### config.mk
export PLATFORM = sky130hd
export DESIGN_NAME = fifo_uart_tx
export DESIGN_NICKNAME = d
export VERILOG_FILES = /design/src/rtl/fifo_uart_pkg.sv /design/src/rtl/fifo_uart_tx_baud_tick_gen.sv /design/src/rtl/fifo_uart_tx.sv
export SDC_FILE = /design/constraint.sdc
export NUM_CORES = 1
export LEC_CHECK = 0
export ABC_AREA = 0
export CORE_ASPECT_RATIO = 0.5
export CORE_MARGIN = 5
export CORE_UTILIZATION = 30
export CTS_CLUSTER_DIAMETER = 80
export DETAILED_ROUTE_END_ITERATION = 8
export GPL_TIMING_DRIVEN = 0
export PLACE_DENSITY = 0.47
export SLEW_MARGIN = 20
export SYNTH_ARGS = -nofsm -noshare
export SYNTH_HDL_FRONTEND = slang
export SYNTH_SLANG_ARGS = --single-unit
export TNS_END_PERCENT = 5
### constraint.sdc
create_clock -name clk -period 3.7 [get_ports clk]
set_input_delay 1.11 -clock clk [delete_from_list [all_inputs] [get_ports clk]]
set_output_delay 1.11 -clock clk [all_outputs]
set_load 0.01 [all_outputs]
### src/rtl/fifo_uart_pkg.sv
// Shared UART definitions: TX state encoding, line levels and default sizing.
// Latency: n/a (package only).
// Backpressure: n/a (package only).
package fifo_uart_pkg;

  typedef enum logic [2:0] {
    IDLE,
    FETCH,
    LOAD,
    START,
    DATA,
    PARITY,
    STOP
  } tx_state_e;

  localparam logic UART_IDLE_LEVEL  = 1'b1;
  localparam logic UART_START_LEVEL = 1'b0;

  localparam int DEFAULT_DATA_W       = 8;
  localparam int DEFAULT_CLKS_PER_BIT = 16;

endpackage

### src/rtl/fifo_uart_tx_baud_tick_gen.sv
// Bit-period timer: counts 0..CLKS_PER_BIT-1, tick is high during the terminal count.
// Latency: tick follows the counter register combinationally; restart clears it on the next edge.
// Backpressure: none, free-running unless restarted.
module baud_tick_gen #(
  parameter int CLKS_PER_BIT = 16
) (
  input  logic clk,
  input  logic rst,
  input  logic restart,
  output logic tick
);

  localparam int CNT_W = (CLKS_PER_BIT > 1) ? $clog2(CLKS_PER_BIT) : 1;
  localparam logic [CNT_W-1:0] TERMINAL = CNT_W'(CLKS_PER_BIT - 1);

  logic [CNT_W-1:0] cnt;

  // Count one bit period, wrapping at the terminal count or on an explicit restart.
  always_ff @(posedge clk) begin
    if (rst || restart) begin
      cnt <= '0;
    end else if (cnt == TERMINAL) begin
      cnt <= '0;
    end else begin
      cnt <= cnt + CNT_W'(1);
    end
  end

  assign tick = (cnt == TERMINAL);

endmodule

### src/rtl/fifo_uart_tx.sv
// Pops words from a registered-read FIFO and serialises them as UART frames (start, LSB-first data, [parity], stop).
// Latency: empty seen low at cycle N -> pop strobe at N+1 -> start bit on tx at N+3; 3 idle cycles between frames.
// Backpressure: pops only when the FIFO is non-empty and the line is idle; FIFO_UART_TX_PARITY_EN adds an even-parity bit.
module fifo_uart_tx
  import fifo_uart_pkg::*;
#(
  parameter int DATA_W       = DEFAULT_DATA_W,
  parameter int CLKS_PER_BIT = DEFAULT_CLKS_PER_BIT,
  parameter int STOP_BITS    = 1
) (
  input  logic              clk,
  input  logic              rst,
  input  logic              fifo_empty,
  input  logic [DATA_W-1:0] fifo_data,
  output logic              fifo_read_enable,
  output logic              tx,
  output logic              busy
);

  localparam int BIT_W = $clog2(DATA_W + 1);
  localparam logic [BIT_W-1:0] LAST_DATA_BIT = BIT_W'(DATA_W - 1);
  localparam logic [BIT_W-1:0] LAST_STOP_BIT = BIT_W'(STOP_BITS - 1);

  tx_state_e         state_q, state_d;
  logic [DATA_W-1:0] shreg_q, shreg_d;
  logic [BIT_W-1:0]  bit_q, bit_d;
  logic              tx_d;
  logic              tick;
  logic              restart;

`ifdef FIFO_UART_TX_PARITY_EN
  logic par_q;
`endif

  // Every state entry starts a fresh bit period.
  assign restart = (state_d != state_q);

  baud_tick_gen #(
    .CLKS_PER_BIT(CLKS_PER_BIT)
  ) u_baud (
    .clk    (clk),
    .rst    (rst),
    .restart(restart),
    .tick   (tick)
  );

  // State, shifter and registered outputs; outputs are decoded from next state so they line up with it.
  always_ff @(posedge clk) begin
    if (rst) begin
      state_q          <= IDLE;
      shreg_q          <= '0;
      bit_q            <= '0;
      tx               <= UART_IDLE_LEVEL;
      fifo_read_enable <= 1'b0;
      busy             <= 1'b0;
    end else begin
      state_q          <= state_d;
      shreg_q          <= shreg_d;
      bit_q            <= bit_d;
      tx               <= tx_d;
      fifo_read_enable <= (state_d == FETCH);
      busy             <= (state_d != IDLE);
    end
  end

`ifdef FIFO_UART_TX_PARITY_EN
  // Even parity of the word, taken from the same FIFO data the shifter loads.
  always_ff @(posedge clk) begin
    if (rst) begin
      par_q <= 1'b0;
    end else if (state_q == LOAD) begin
      par_q <= ^fifo_data;
    end
  end
`endif

  // Next-state, shifter/bit-count update and line level for the coming cycle.
  always_comb begin
    state_d = state_q;
    shreg_d = shreg_q;
    bit_d   = bit_q;
    tx_d    = UART_IDLE_LEVEL;

    case (state_q)
      IDLE: begin
        if (!fifo_empty) state_d = FETCH;
      end
      FETCH: begin
        state_d = LOAD;
      end
      LOAD: begin
        // FIFO read data is valid the cycle after the pop strobe.
        shreg_d = fifo_data;
        bit_d   = '0;
        state_d = START;
      end
      START: begin
        if (tick) state_d = DATA;
      end
      DATA: begin
        if (tick) begin
          shreg_d = shreg_q >> 1;
          if (bit_q == LAST_DATA_BIT) begin
            bit_d = '0;
`ifdef FIFO_UART_TX_PARITY_EN
            state_d = PARITY;
`else
            state_d = STOP;
`endif
          end else begin
            bit_d = bit_q + BIT_W'(1);
          end
        end
      end
`ifdef FIFO_UART_TX_PARITY_EN
      PARITY: begin
        if (tick) state_d = STOP;
      end
`endif
      STOP: begin
        // The bit counter is reused to count stop bits.
        if (tick) begin
          if (bit_q == LAST_STOP_BIT) begin
            bit_d   = '0;
            state_d = IDLE;
          end else begin
            bit_d = bit_q + BIT_W'(1);
          end
        end
      end
      default: begin
        state_d = IDLE;
      end
    endcase

    case (state_d)
      START:   tx_d = UART_START_LEVEL;
      DATA:    tx_d = shreg_d[0];
`ifdef FIFO_UART_TX_PARITY_EN
      PARITY:  tx_d = par_q;
`endif
      default: tx_d = UART_IDLE_LEVEL;
    endcase
  end

endmodule

# Word-level counts from Yosys, hierarchy flattened
# Index checks and enable logic that the tools add are counted.
[totals]
wordCells = 47
reg_bits = 22
out_inout_bits = 3
in_bits = 11
[classes]
n_reduce_logical = 9
add_sub_neg = 2
n_eq_ne = 13
muxes = 15
[ops]
columns = ["operator", "count"]
rows = [
  ["3-bit two-way mux", 6],
  ["3-bit case mux with 6 select lines", 1],
  ["4-bit two-way mux", 4],
  ["8-bit case mux with 2 select lines", 1],
  ["4-bit case mux with 3 select lines", 1],
  ["3-bit by 2-bit equality test with 1-bit output (second input constant)", 3],
  ["3-bit equality test (second input constant)", 3],
  ["4-bit by 1-bit adder with 4-bit output (second input constant)", 2],
  ["8-bit two-way mux", 1],
  ["3-bit by 1-bit equality test with 1-bit output (second input constant)", 2],
  ["3-bit nonzero test", 2],
  ["4-bit by 3-bit equality test with 1-bit output (second input constant)", 1],
  ["4-bit equality test (second input constant)", 1],
  ["4-bit logical NOT", 1],
  ["2-bit != test (second input constant)", 2],
  ["3-bit logical NOT", 1],
  ["3-bit != test", 1],
  ["3-bit AND reduction", 1],
  ["1-bit case mux with 2 select lines", 1],
  ["2-bit AND reduction", 1],
  ["2-bit nonzero test", 1],
  ["2-bit OR reduction", 1],
  ["1-bit logical OR", 1],
]

# Longest topological paths before layout
# Gate-level depths: netlist of the first run.
[logic_depth]
word_depth = 7
ltp_mapped = 7
mapped_depth_nobuf = 7

# Modules after synthesis
# Synthesis of the first run repeated with hierarchy kept, for this count alone.
[hier_totals]
cells_unflattened = 137
hier_area_um2 = 1163.6
[modules_own_cells]
columns = ["module", "cells_each", "n_inst", "area_per_inst_um2"]
rows = [
  ["fifo_uart_tx", 121, 1, 1006.0],
  ["baud_tick_gen", 16, 1, 157.7],
]

# Worst setup path before layout of the first run
# OpenSTA, ideal clock, no wires.
[synth_path]
path_type = "input to register"
from = "input rst"
to = "register shreg_q[0]"
setup_time_ps = 128
cell_stages = 3
setup_slack_ps = 1869
arrival_time_ps = 1703
path_cell_list = "clkbuf_1 > clkbuf_1 > nor2_1"
[synth_rtl]
columns = ["element", "line", "text"]
rows = [
  ["start: declaration", "fifo_uart_tx.sv:12", "input logic rst,"],
  ["end signal: assignment", "fifo_uart_tx.sv:58", "shreg_q <= shreg_d;"],
  ["end: declaration", "fifo_uart_tx.sv:25", "logic [DATA_W-1:0] shreg_q, shreg_d;"],
]
# No word-level cell between the ends.

# Final worst setup path of the first run
[layout_path]
from = "input rst"
to = "register state_q[1]"
[layout_rtl]
columns = ["element", "line", "text"]
rows = [
  ["end signal: assignment", "fifo_uart_tx.sv:57", "state_q <= state_d;"],
  ["end: declaration", "fifo_uart_tx.sv:24", "tx_state_e state_q, state_d;"],
]
# No word-level cell between the ends.

==> results of run 1 <==
==> cell usage after synthesis (all sizes together) (2+ instances only) <==
cell type / instances
nand2b: 3
a21oi: 13
nand2: 9
dfxtp: 22
nor3b: 2
o32ai: 2
a211oi: 3
a22oi: 6
inv: 8
nand4: 2
nand3b: 2
nor2: 13
ha: 3
nand3: 2
nor3: 2
buf: 3
or3: 3
o21ai: 3
a311oi: 2
clkbuf: 2
o211ai: 2
==> worst max-delay path, stage by stage <==
cell,delay [ps]
clkdlybuf4s50_1,510
clkbuf_1,350
clkbuf_1,450
nor2_1,100
==> path summary, 6_finish.rpt <==
check / from / end / depth (start not counted)
hold reg to reg: u_baud.cnt[0]$_SDFF_PP0_ / u_baud.cnt[0]$_SDFF_PP0_ / 1
setup reg to reg: bit_q[0]$_SDFFE_PP0P_ / tx$_SDFF_PP1_ / 7
hold / removal: u_baud.cnt[0]$_SDFF_PP0_ / u_baud.cnt[0]$_SDFF_PP0_ / 1
setup / recovery: rst / state_q[1]$_SDFF_PP0_ / 4
==> power by group through the flow <==
stage / clock [uW] / combinational, uW / sequential, uW
6_report: 175 / 70.8 / 256
5_1_grt: 195 / 78.7 / 258
4_1_cts: 184 / 72.0 / 256
3_5_place_dp: 0 / 71.4 / 261
3_3_place_gp: 0 / 71.7 / 261
2_1_floorplan: 0 / 42.8 / 262
==> cell families (layout without fill, tap and decap cells) <==
kind of cell / Yosys count / count (layout)
AND/OR/NAND/NOR: 43 / 43
AO/OA/AOI/OAI: 37 / 37
flip-flops: 22 / 22
buffers and inverters: 13 / 30
adder cells (fa/ha/maj): 3 / 3
XOR/XNOR: 2 / 2
==> area by class of cell <==
type | instances | area (sq um)
fill | 381 | 2118
multi-input combinational | 85 | 584.3
sequential | 22 | 440.4
timing repair buffer | 13 | 130.1
tap | 51 | 63.81
clock buffer | 4 | 55.05
buffer | 5 | 31.28
inverter | 8 | 30.03
==> through the flow <==
stage,cell area [sq um],util
6_report,1335,0.3866
3_5_place_dp,1280,0.3707
4_1_cts,1335,0.3866
3_3_place_gp,1280,0.3707
5_1_grt,1335,0.3866
2_1_floorplan,1086,-
==> registers in the layout, indices dropped and copies added, names as in the netlist <==
name / cells
bit_q: 4
busy: 1
fifo_read_enable: 1
shreg_q: 8
state_q: 3
tx: 1
u_baud.cnt: 4
==> per-layer routing <==
layer | up-vias | GRT usage | part of all wire
met5 | - | 0 | 0
met4 | 0 | 0.03589 | 0.011
met3 | 4 | 0.03587 | 0.053
met2 | 16 | 0.1680 | 0.43
met1 | 422 | 0.1382 | 0.50
li1 | 471 | - | -
==> results by group, run 1 <==
Global routing
  – Wire length of the first global-routing pass: slightly above 4000 microns
  – Number of antenna violations at the first check in global routing: 0
  – Maximum number of pins on one net before global-route repair: 13
  – GRT overflow: 0
  – GR Util All Layers: 0.1072
  – Number of global-route vias before repair: 855

Routing
  – Total length of routed wires: roughly 2400 microns
  – Post-DRT Antenna Nets: 0
  – Detail-routed net length per standard cell: 12.81 microns
  – Number of detailed-route iterations in the first pass: 4
  – Vias: 913
  – Violation count after the first detailed-route iteration: 56
  – Drt via density: 4.856
  – Drt drc: 0

Synth
  – Mean instance size in the synthesized netlist: 9.050 sq um
  – Share of the synthesized area in the top cell type: 0.4055
  – Post-synthesis adder-cell area fraction: 0.03456
  – Mux share of post-synthesis cell area: 0
  – Top cell type by total area after synthesis: dfxtp_1
  – Share of flip-flops with an asynchronous set or reset: 0
  – Post-synthesis instance area: 0.001086 sq mm
  – Total of warnings raised by yosys: 0
  – Total nets after synthesis: 134
  – Post-synthesis cell type count: 44
  – Largest cells by area after synthesis: dfxtp_1 (41%), a21oi_1 (5.1%), nor2_1 (4.5%)
  – Number of enable flip-flop cells after synthesis: 0
  – Simple-gate portion of the synthesized area: 0.2396
  – Synthesized-area fraction occupied by ao, oa, aoi and oai cells: 0.2477
  – Main synth FF type: dfxtp_1
  – Sequential area share after synthesis: 0.4055
  – Count of state elements after synthesis: 22
  – Main combinational cell family by area after synthesis: compound AO/OA/AOI/OAI gates
  – Cell count after synthesis: 120
  – XOR/XNOR Fraction of Synth Area: 0.01613

Timing
  – Max Fclk: 0.4194 GHz
  – Portion of the clock cycle consumed by the worst path in the final layout: 0.6444
  – Skew final: 1.500 ps
  – Worst hold slack: 450.8 ps
  – Number of endpoints with negative hold slack in the final report: 0
  – Minimum period implied by the final worst setup slack: 2384 ps
  – Final Slew Violations: 0
  – Setup slack after layout: 1316 ps
  – Worst slew margin relative to its limit: 0.6387
  – Accumulated negative setup slack: 0 ps
  – Final number of setup-violating endpoints: 0
  – Setup repair after global routing missed its margin: no
  – Actual transition at the worst max-transition pin: 539.0 ps

Placed design
  – Place WS: around 1000 ps
  – GPL Wtd Cong: 0.8586
  – Cell count after placement: 184
  – Final HPWL DP: 1741 microns
  – Number of port buffers: 13

Clock tree
  – Post-cts repair resize count: 0
  – Clock sink count: 22
  – Num CTS Buffers: 3
  – Maximum buffer depth of the clock tree: 2
  – Clock transition at the registers of the reported paths: 80 ps
  – Hold-fix buffers, CTS: 0
  – Post-CTS Repair Setup Buffers: 0
  – H-tree depth: 1
  – Root buffer cell: clkbuf_8
  – Clock insertion delay at the later pin of the skew report: 260 ps
  – Clock tree from TritonCTS: built

Pwr
  – Switching power total: 122.8 uW
  – Leakage power figure: between 0.0004 and 0.0005 uW
  – Switching part of the total: 0.2450
  – Portion of total power attributed to combinational logic: 0.141
  – Sequential share of power: 0.510
  – Power per cell area: 375.3 mW/mm^2
  – Clk network pwr share: 0.348
  – Final Total Pwr: 501.1 uW
  – VDD IR-drop max: 0.0001257 V
  – Internal power: 378.3 uW

Die
  – Area of the die: 0.004997 sq mm
  – Number of top-level pins: 14
  – Initial standard-cell utilization of the core: 0.3145
  – Area inside the core boundary: 0.003453 sq mm
  – Total number of placement rows: 15
  – Width of the die: 95.09 microns
  – DIE HEIGHT: 52.55 microns

Status
  – Status: finished clean

Finish
  – Antenna cell count: 0
  – Non-Filler Instances: 188
  – Number of nets in the finished design: 152
  – Leading cell type in the layout, fill and taps excluded: dfxtp_1
  – Leading cell types in the layout, fill and taps excluded: dfxtp_1 (22), nor2_1 (13), clkdlybuf4s50_1 (13)
  – Synthesis-to-finish area growth: 22.93%
  – Proportion of layout cells with a drive suffix above 1: 0.1387

Critical path
  – Type of the worst setup path: in -> reg
  – Kind of start point of the critical path: primary input
  – Required time of the critical path: 3840 ps
  – Worst Path Arrival: around 2500 ps
  – Worst R2R Setup Slack: 1980 ps
  – Largest driver fanout on the critical path: 10
  – Critical path endpoint category: register

Worst hold path
  – Class of the worst hold path: reg -> reg

Run
  – Total of max-cap violations: 0
(Power assumes the default switching activity.)
==> run 2: changes to the inputs <==
Settings changed: PLACE_DENSITY 0.47 to 0.48.
Clock period 3.7 ns to 2 ns, I/O delays scaled along.
==> run 2 against run 1 <==
Effect of this change:
- global-route usage is essentially flat
- die area is the same
- sequential cell count is the same
- clock power grew 140%
- setup slack lost 1100 ps
- first-iteration DRC count grew 64%
- power grew 110%
- design area grew 1.3%
- core utilization grew 0.51 points
- via count is the same
- sequential power grew 85%
- combinational power grew 85%
- highest routed layer unchanged
==> results by group, run 2 (synthesis gave the netlist of run 1 again) <==
Worst hold path
  – Worst hold path depth: 1 (unchanged)
  – Min-delay src: u_baud.cnt[0]$_SDFF_PP0_ (unchanged)
  – Class of the worst hold path: reg -> reg (unchanged)

Critical path
  – Critical path endpoint category: register (unchanged)
  – Setup crit start: rst (unchanged)
  – Kind of start point of the critical path: primary input (unchanged)
  – Required time of the critical path: 2160 ps (was 3840 ps)
  – Critical R2R Launch: bit_q[0]$_SDFFE_PP0P_ (unchanged)
  – Count of cells along the worst register-to-register path: 6 (was 7)
  – Worst Path Arrival: 1900 ps (was 2520 ps)
  – Largest driver fanout on the critical path: 10 (unchanged)
  – Maximum single-stage delay on the critical path: 520 ps (was 510 ps)
  – Cell Chain, Critical Path: clkdlybuf4s50_1 -> clkbuf_1 -> clkbuf_2 -> nor2_1 (was clkdlybuf4s50_1 -> clkbuf_1 -> clkbuf_1 -> nor2_1)
  – Worst-path cell with the longest stage delay: clkdlybuf4s50_1 (unchanged)
  – Type of the worst setup path: in -> reg (unchanged)

Finish
  – Non-Filler Instances: 188 (unchanged)
  – Biggest registers after layout: shreg_q: 8 flops, bit_q: 4 flops, u_baud.cnt: 4 flops (unchanged)
  – Count of filler cells inserted in the layout: 367 (was 381)
  – Proportion of layout cells with a drive suffix above 1: 0.1460 (was 0.1387)
  – Antenna cell count: 0 (unchanged)
  – Number of nets in the finished design: 152 (unchanged)
  – Biggest register: shreg_q (unchanged)
  – Leading cell type in the layout, fill and taps excluded: dfxtp_1 (unchanged)
  – Synthesis-to-finish area growth: 24.54% (was 22.93%)
  – Flip-flop count of the largest register after layout: 8 (unchanged)
  – Leading cell types in the layout, fill and taps excluded: dfxtp_1 (22), nor2_1 (13), clkdlybuf4s50_1 (13) (unchanged)

Placed design
  – GPL Wtd Cong: 0.8328 (was 0.8586)
  – Cell count after placement: 184 (unchanged)
  – Final HPWL DP: 1718 microns (was 1741 microns)
  – Number of port buffers: 13 (unchanged)

Pwr
  – Leakage power figure: 0.0004807 uW (was 0.0004708 uW)
  – VDD IR-drop max: 0.0002860 V (was 0.0001257 V)
  – Power per cell area: 761.7 mW/mm^2 (was 375.3 mW/mm^2)
  – Final Total Pwr: 1030 uW (was 501.1 uW)

Global routing
  – Maximum number of pins on one net before global-route repair: 14 (was 13)
  – GRT overflow: 0 (unchanged)
  – Number of antenna violations at the first check in global routing: 0 (unchanged)
  – Number of global-route vias before repair: 879 (was 855)
  – GR Util All Layers: 0.1076 (was 0.1072)
  – Wire length of the first global-routing pass: 4091 microns (was 4043 microns)

Timing
  – Actual transition at the worst max-transition pin: 576.1 ps (was 539.0 ps)
  – Number of endpoints with negative hold slack in the final report: 0 (unchanged)
  – Final number of setup-violating endpoints: 0 (unchanged)
  – Max Fclk: between 0.5 and 0.6 GHz
  – Final Slew Violations: 0 (unchanged)
  – Worst slew margin relative to its limit: 0.6151 (was 0.6387)
  – Skew final: 6.694 ps (was 1.500 ps)
  – Portion of the clock cycle consumed by the worst path in the final layout: 0.8685
  – Setup repair after global routing missed its margin: no (unchanged)
  – Minimum period implied by the final worst setup slack: 1737 ps

Clock tree
  – H-tree depth: 1 (unchanged)
  – Clock tree from TritonCTS: built (unchanged)
  – Num CTS Buffers: 3 (unchanged)
  – Hold-fix buffers, CTS: 0 (unchanged)
  – Clock transition at the registers of the reported paths: 90 ps (was 80 ps)
  – Root buffer cell: clkbuf_8 (unchanged)
  – Post-CTS Repair Setup Buffers: 0 (unchanged)
  – Clock sink count: 22 (unchanged)
  – Clock insertion delay at the later pin of the skew report: 270 ps (was 260 ps)
  – Maximum buffer depth of the clock tree: 2 (unchanged)

Die
  – Area inside the core boundary: 0.003453 sq mm (unchanged)
  – Width of the die: 95.09 microns (unchanged)
  – Number of top-level pins: 14 (unchanged)
  – Initial standard-cell utilization of the core: 0.3145 (unchanged)
  – Area of the die: 0.004997 sq mm (unchanged)
  – DIE HEIGHT: 52.55 microns (unchanged)
  – Total number of placement rows: 15 (unchanged)

Routing
  – Number of detailed-route iterations in the first pass: 4 (unchanged)
  – Violation count after the first detailed-route iteration: 92 (was 56)
  – Vias: 913 (unchanged)
  – Post-DRT Antenna Nets: 0 (unchanged)
  – Detail-routed net length per standard cell: 12.94 microns (was 12.81 microns)
  – Total length of routed wires: 2433 microns (was 2409 microns)
  – Drt drc: 0 (unchanged)
  – Drt via density: 4.856 (unchanged)

Status
  – Status: finished clean (unchanged)

Run
  – Total of max-cap violations: 0 (unchanged)
==> run 2: metrics by stage <==
step	hold slack, ps	TNS [ps]	worst slack, ps	cell area, sq um	util
after floorplan	417.5	0	577.9	1086	-
after global placement	434.4	-1887	-201.0	1280	0.3707
after detailed placement	442.2	-1614	-173.6	1280	0.3707
after CTS	454.5	0	120.2	1351	0.3913
after global routing	477.8	0	89.12	1353	0.3917
final	456.7	0	263.1	1353	0.3917
==> run 2: repair_timing <==
item | CTS | global route
gates resized for setup | 0 | 2
endpoints found under the hold margin | 0 | 0
endpoints found under the setup margin | 0 | 2
==> run 2: path summary, 6_finish.rpt <==
| path | to | slack (ps) |
|---|---|---|
| max reg2reg | tx$_SDFF_PP1_ | 270 |
| min reg2reg | u_baud.cnt[0]$_SDFF_PP0_ | 460 |
| min | u_baud.cnt[0]$_SDFF_PP0_ | 460 |
| max | shreg_q[0]$_SDFF_PP0_ | 260 |
==> run 2: layout make-up <==
type                       count  area (sq um)  share of cell area
clock buffer                   3         41.29             0.03053
buffer                         5         32.53             0.02405
sequential                    22         440.4              0.3256
tap                           51         63.81             0.04718
multi-input combinational     85         584.3              0.4320
timing repair buffer          13         130.1             0.09621
clock inverter                 1         30.03             0.02220
inverter                       8         30.03             0.02220
==> run 2: per-layer routing <==
layer  global-route usage  wire (microns)
met1               0.1420            1281
met2               0.1634            1007
met3              0.04161             124
met4              0.02871              19
met5                    0               0
==> run 2: report_power, final <==
group / internal [uW] / leakage, uW / switching, uW / total [uW]
sequential: 459 / 0.000179 / 13.8 / 473
combinational: 65.2 / 0.000266 / 66.2 / 131
clock: 268 / 0.0000357 / 158 / 426
==> run 2: critical path: cells and delay by family <==
| family | cells | cell delay [ps] |
|---|---|---|
| AND/OR/NAND/NOR | 1 | 80 |
| buffers and inverters | 3 | 1220 |
==> run 3: changes to the inputs <==
Settings changed: SLEW_MARGIN 20 to not set.
==> results of run 3 <==
Final layout, timing and power as in run 2 (identical DEF).
